--- config.mk ---
export PLATFORM = sky130hd
export DESIGN_NAME = wb_regfile
export DESIGN_NICKNAME = d
export VERILOG_FILES = /design/src/rtl/wb_regfile.sv
export SDC_FILE = /design/constraint.sdc
export NUM_CORES = 2
export LEC_CHECK = 0
export BUFFER_PORTS_ARGS = -buffer_cell sky130_fd_sc_hd__buf_2
export CAP_MARGIN = 10
export CORE_ASPECT_RATIO = 1.25
export CORE_UTILIZATION = 30
export CTS_CLUSTER_DIAMETER = 50
export DETAILED_ROUTE_END_ITERATION = 8
export HOLD_SLACK_MARGIN = 0.1
export PLACE_DENSITY = 0.5
export SYNTH_ARGS = -nofsm -noshare
export SYNTH_HDL_FRONTEND = slang
export SYNTH_SLANG_ARGS = --single-unit
export TNS_END_PERCENT = 50
--- constraint.sdc ---
create_clock -name clk -period 5 [get_ports clk]
set_input_delay 0.75 -clock clk [delete_from_list [all_inputs] [get_ports clk]]
set_output_delay 0.75 -clock clk [all_outputs]
set_load 0.05 [all_outputs]
--- src/rtl/wb_regfile.sv ---
// Writeback stage of the 5-stage MIPS pipeline: decodes writeback control, selects the
// write value, commits it to the 32x32 register file, serves two bypassed read ports and
// tracks retired instructions.
module wb_regfile (
  input  logic        clk,
  input  logic        rst,
  input  logic [31:0] MEM_WB_instr,
  input  logic [31:0] DataMem_MEM_WB_r,
  input  logic [31:0] ALUOut_MEM_WB_r,
  input  logic [4:0]  WriteDst_MEM_WB_r,
  input  logic [29:0] MEM_WB_PC_r,
  input  logic [4:0]  raddr1,
  input  logic [4:0]  raddr2,
  output logic [31:0] rdata1,
  output logic [31:0] rdata2,
  output logic        wb_we,
  output logic [4:0]  wb_addr,
  output logic [31:0] wb_data,
  output logic [31:0] retire_cnt,
  output logic [29:0] last_pc
);

  localparam logic [5:0] OP_RTYPE = 6'h00;
  localparam logic [5:0] OP_JAL   = 6'h03;
  localparam logic [5:0] OP_LW    = 6'h23;
  localparam logic [5:0] FN_JR    = 6'h08;

  logic [31:0] regs_r [32];
  logic [31:0] retire_cnt_r;
  logic [29:0] last_pc_r;
  logic [5:0]  op_s;
  logic [5:0]  funct_s;
  logic        bubble_s;
  logic [29:0] link_pc_s;

  function automatic logic writes_reg(input logic [5:0] op, input logic [5:0] funct);
    logic w;
    case (op)
      OP_RTYPE: w = (funct != FN_JR);
      6'h08, 6'h09, 6'h0A, 6'h0B,
      6'h0C, 6'h0D, 6'h0E, 6'h0F: w = 1'b1;
      OP_LW:    w = 1'b1;
      OP_JAL:   w = 1'b1;
      default:  w = 1'b0;
    endcase
    return w;
  endfunction

  // $0 always reads zero; a write committing this cycle is visible before it lands.
  function automatic logic [31:0] read_sel(input logic [4:0] ra, input logic we,
                                           input logic [4:0] wa, input logic [31:0] wd,
                                           input logic [31:0] arr);
    logic [31:0] v;
    if (ra == 5'd0) begin
      v = 32'h0000_0000;
    end else if (we && (ra == wa)) begin
      v = wd;
    end else begin
      v = arr;
    end
    return v;
  endfunction

  assign op_s      = MEM_WB_instr[31:26];
  assign funct_s   = MEM_WB_instr[5:0];
  assign bubble_s  = (MEM_WB_instr == 32'h0000_0000);
  assign link_pc_s = MEM_WB_PC_r + 30'd1;
  assign wb_addr   = WriteDst_MEM_WB_r;

  // Writeback decode and data select
  always_comb begin
    wb_we   = 1'b0;
    wb_data = ALUOut_MEM_WB_r;
    if (rst && !bubble_s && (WriteDst_MEM_WB_r != 5'd0)) begin
      wb_we = writes_reg(op_s, funct_s);
    end else begin
      wb_we = 1'b0;
    end
    case (op_s)
      OP_LW:   wb_data = DataMem_MEM_WB_r;
      OP_JAL:  wb_data = {link_pc_s, 2'b00};
      default: wb_data = ALUOut_MEM_WB_r;
    endcase
  end

  // Read ports
  always_comb begin
    rdata1 = read_sel(raddr1, wb_we, wb_addr, wb_data, regs_r[raddr1]);
    rdata2 = read_sel(raddr2, wb_we, wb_addr, wb_data, regs_r[raddr2]);
  end

  // Register array; wb_we is already low for $0 and during reset
  always_ff @(posedge clk) begin
    if (!rst) begin
      for (int i = 0; i < 32; i++) begin
        regs_r[i] <= 32'h0000_0000;
      end
    end else if (wb_we) begin
      regs_r[wb_addr] <= wb_data;
    end
  end

  // Retirement tracking, counts every non-bubble including non-writers
  always_ff @(posedge clk) begin
    if (!rst) begin
      retire_cnt_r <= 32'h0000_0000;
      last_pc_r    <= 30'h0000_0000;
    end else if (!bubble_s) begin
      retire_cnt_r <= retire_cnt_r + 32'd1;
      last_pc_r    <= MEM_WB_PC_r;
    end
  end

  assign retire_cnt = retire_cnt_r;
  assign last_pc    = last_pc_r;

endmodule

Word-level counts from Yosys, hierarchy flattened
Memory sizes are Yosys's and may differ from the RTL's.
Index checks and enable logic that the tools add are counted.
Word-level totals
  bits in writable memories: 1024
  memories kept: 1
  input bits: 143
  bits in registers: 62
  output and inout port bits: 164
Memories
  regs_r: words 32, width 32, read ports 2, clocked after memory_dff 0, write ports 32, line 28  | logic [31:0] regs_r [32];
Cells by class
  add/sub/neg operators: 2
  multiplexer cells: 14
  equal/unequal tests: 13
  reductions and logical operators: 12
Operators with widths (count)
  32-bit 2-to-1 mux: 5
  32-bit case mux with 2 select lines: 1
  6-bit by 4-bit equality test with 1-bit output (second input constant): 8
  32-bit by 1-bit adder with 32-bit output (second input constant): 1
  32-bit logical NOT: 1
  32-bit OR reduction: 1
  30-bit by 1-bit adder with 30-bit output (second input constant): 1
  5-bit equality test: 2
  5-bit logical NOT: 2
  10-bit OR reduction: 1
  6-bit by 2-bit equality test with 1-bit output (second input constant): 1
  6-bit equality test (second input constant): 1
  6-bit logical NOT: 1
  1-bit 2-to-1 mux: 6
  6-bit by 4-bit inequality test with 1-bit output (second input constant): 1
  5-bit 2-to-1 mux: 1
  5-bit nonzero test: 1
  1-bit logical AND: 4
  1-bit case mux with 2 select lines: 1
  1-bit logical NOT: 1

Depth between registers and ports, before layout
  word-level depth: 10
  mapped depth: 11

Worst setup path after synthesis
Ideal clock, no wire load.
  kind: input to output
  start: input MEM_WB_instr[28]
  end: output rdata2[22]
  path buffers: 2
  arrival: 3.627 ns
  required time: 4.250 ns
  stages: 7
  path slack: 0.623 ns
  cells stage by stage: or3_1 > or4_4 > nor3_4 > nor4_1 > buf_2 > clkbuf_1 > a211oi_1
Between the ends
  longest elaborated chain between the ends: 8
  elaborated cells on any way between the ends: 22
  those cells by class: 10 x eq/ne; 5 x mux; 7 x reduce/logical
RTL lines
  from (decl): line 7  | input logic [31:0] MEM_WB_instr,
  branches (longest 6 deep; another with 10-bit OR reduction)
  32-bit 2-to-1 mux (*): line 56  | end else if (we && (ra == wa)) begin
  32-bit 2-to-1 mux (*): line 54  | if (ra == 5'd0) begin
  to (decl): line 15  | output logic [31:0] rdata2,
Mark *: on every way between the ends.

Final worst setup path
  start: input raddr1[0]
  end: output rdata1[24]
Between the ends
  longest elaborated chain between the ends: 4
  elaborated cells on any way between the ends: 6
  those cells by class: 1 x eq/ne; 2 x mux; 2 x reduce/logical; 1 x memory
RTL lines
  from (decl): line 12  | input logic [4:0] raddr1,
  branches (longest 3 deep; another with memory read 32 x 32 bit)
  32-bit 2-to-1 mux (*): line 54
  to (decl): line 14  | output logic [31:0] rdata1,
Marks and branches as above.

==> impl_metrics.csv <==
group,metric,value,unit
timing,hold_viol_final,0,
synthesis,synth_area,0.05792,mm^2
timing,tightest_slew,1.221,ns
global_routing,grt-ovfl-total,0,
synthesis,yosysTopAreaCellShare,0.5309,
worst_setup_path,path_cells,"buf_8, buf_4, mux4_2, mux2i_1, o22ai_1, buf_4, nor3_1, a211oi_1, buf_12",
timing,finalMaxSlewViolations,0,
worst_setup_path,r2r_slack,2.52,ns
floorplanning,dieArea,0.1948,mm^2
worst_setup_path,worstPathRequired,4.25,ns
worst_setup_path,r2r_start,"retire_cnt[8]",
hold_path,hp-class,"primary input to flop",
route,via_count,43290,
placed_design,hpwl,158.3,mm
synthesis,synth_commonest_cells,"edfxtp_1 (1024), nor2_1 (923), mux2i_1 (469), mux4_2 (326), nand2_1 (240)",
timing,setup-tns-final,0,ns
synthesis,yosysWarnings,0,
placed_design,globalplace.congestion,0.8866,
worst_setup_path,path_max_fanout,31,
worst_setup_path,crit_buf_inv,4,
floorplanning,num_rows,179,
route,drc,0,
clocking,cts_tree,"yes",
global_routing,grt_pass1_wl,335.8,mm
timing,finClkSkew,0.009398,ns
placed_design,portBuffers,306,
route,dr.pass1.iters,6,
hold_path,hold_path_depth,3,
synthesis,seq_area_frac_synth,0.5524,
synthesis,synth_seq_cells,1086,
synthesis,postSynthCellCount,4635,
worst_setup_path,max_stage_delay,0.82,ns
floorplanning,initial_core_util,0.3032,
power,p_leak,24.72,nW
floorplanning,core,0.1910,mm^2
route,ant_nets,0,
floorplanning,die-height,493.2,um
synthesis,synthMostInstantiatedCell,"edfxtp_1",
synthesis,synth_area_leaders,"edfxtp_1 (53%), mux4_2 (13%), mux2i_1 (8.1%)",
synthesis,synth_flop_cell,"edfxtp_1",
clocking,clk_pin_slew,0.06,ns
floorplanning,die_w,395.0,um
global_routing,grt_pass1_vias,43600,
global_routing,grt_max_degree,65,
global_routing,antenna_found_initial,18,
timing,min_period_over_period,0.9707,
power,power.density,344.0,mW/mm^2
worst_setup_path,worstSetupStartpointType,"primary input",
worst_setup_path,r2r-end,"retire_cnt[31]",
synthesis,yosysTopAreaCell,"edfxtp_1",
clocking,htree_levels,3,
clocking,cts_buffers,120,
route,vias_per_cell,5.739,
power,ir_drop,0.3029,mV
clocking,clkSinkCount,1086,
worst_setup_path,worstPathArrival,4.10,ns
worst_setup_path,cpMostUsedCell,"buf_4",
run_status,status,"finished clean",
route,wl_per_cell,32.08,um
final_layout,drive_gt1_frac,0.2474,
worst_setup_path,end_kind,"primary output",
clocking,cts_resized,0,
timing,slew-limit-headroom,0.1809,
floorplanning,io-pin-count,307,
worst_setup_path,worstRegToRegCells,6,
clocking,holdBufCountCts,0,
clocking,cts_setup_buffers,0,
clocking,cts_root_buf,"clkbuf_16",
timing,rsz0062_at_grt,"no",
hold_path,hold_start,"MEM_WB_PC_r[8]",
final_layout,syn_to_final_growth,18.02,%
final_layout,layout.nets,5036,
worst_setup_path,crit_slowest_cell,"nor3_1",
synthesis,async_flop_share,0,
worst_setup_path,crit_family,"buffers and inverters",
synthesis,synth-edff-count,1024,
final_layout,final_util,0.3578,
synthesis,ys_types,66,
synthesis,syn_avg_cell_area,12.50,um^2
job,cap_violations,0,
clocking,clk_latency,0.78,ns
hold_path,holdPathEnd,"last_pc[8]",
clocking,clk_path_buf_depth,3,
route,routed_wl,242.0,mm
global_routing,grt_usage,0.2428,
timing,max_freq,206.0,MHz
worst_setup_path,crit_type,"primary input to primary output",
timing,setup_violations,0,
route,drt_iter0_markers,5024,
timing,finalCriticalPeriod,4.854,ns
[flip-flops by register name, summed over array words and instances, names as in the netlist]
| register | cells |
|---|---|
| regs_r | 1024 |
| retire_cnt | 32 |
| last_pc | 30 |
[cell type report]
class,instances,area [um^2]
well taps,2534,3171
multi-input cells,3064,24270
fillers,18670,122700
flip-flops and latches,1086,31990
clock inverters,86,822.0
inverters,43,163.9
clock buffers,144,3166
repair buffers,576,4745
diodes,10,25.02
[kinds of logic after synthesis]
| kind of cell | count (synthesis) | share of synthesized area |
|---|---|---|
| adder cells (fa/ha/maj) | 2 | 0.0004320 |
| AND/OR/NAND/NOR | 1696 | 0.1306 |
| XOR/XNOR | 58 | 0.008771 |
| AO/OA/AOI/OAI | 458 | 0.05397 |
| multiplexers | 818 | 0.2123 |
| flip-flops | 1086 | 0.5524 |
| buffers and inverters | 516 | 0.04154 |
| other | 1 | 0.00006475 |
[routing by layer]
metal | track usage | up-vias | wire length [um]
li1 | - | 17960 | -
met1 | 0.2999 | 22420 | 92780
met2 | 0.4030 | 2346 | 115500
met3 | 0.04719 | 552 | 20600
met4 | 0.1236 | 8 | 13010
met5 | 0 | - | 61
[metrics by stage]
| step | setup slack, ns | cells | power [mW] | hold WS [ns] | cell area [um^2] |
|---|---|---|---|---|---|
| final | 0.1463 | 7543 | 23.51 | 0.2533 | 68350 |
| after global routing | 0.03293 | 7542 | 24.08 | 0.2670 | 68350 |
| after CTS | 0.1553 | 7533 | 23.58 | 0.2098 | 68320 |
| after detailed placement | 0.1574 | 7303 | 14.53 | 0.4448 | 64340 |
| after global placement | 0.1319 | 7303 | 14.49 | 0.4363 | 64340 |
| after floorplan | 0.6233 | 4666 | 12.87 | 0.6668 | 58030 |
[placed cells by master (no fill, tap or decap), types with 19 or more instances in the layout]
master	instances
mux2_2	23
clkinv_1	23
nand2_2	34
o221ai_1	26
o21ai_0	35
clkbuf_16	122
mux4_2	326
xnor2_1	38
edfxtp_1	1024
o22ai_1	53
inv_1	42
nor4_1	23
buf_12	81
xor2_1	20
nand4_1	24
a22oi_1	134
nand3_1	73
buf_2	251
clkbuf_1	19
conb_1	32
nor2_1	920
mux2i_1	465
a21oi_1	94
dfxtp_1	62
a211oi_1	63
and3_1	20
nand2_1	206
nor3_1	238
nand2b_1	20
buf_4	238
clkinv_2	24
nor2b_1	24
[worst max path at each step]
stage	startpoint	endpoint	slack [ns]	depth (start not counted)
2_1_floorplan	MEM_WB_instr[28]	rdata2[22]	0.62	7
3_3_place_gp	MEM_WB_instr[0]	rdata1[24]	0.13	10
3_5_place_dp	raddr1[0]	rdata1[24]	0.16	9
4_1_cts	raddr1[0]	rdata1[24]	0.16	9
5_1_grt	MEM_WB_instr[28]	rdata2[30]	0.03	10
6_report	raddr1[0]	rdata1[24]	0.15	9
[worst min-delay path, stage by stage]
cell	delay [ns]
buf_2	0.12
nand2_1	0.05
a21oi_1	0.05
[report_power, final]
| part | internal [mW] | switching, mW | total (mW) |
|---|---|---|---|
| logic | 1.36 | 2.37 | 3.72 |
| registers | 10.4 | 0.238 | 10.6 |
| clock network | 5.12 | 4.03 | 9.15 |
Power figures use the tool's default switching activity.
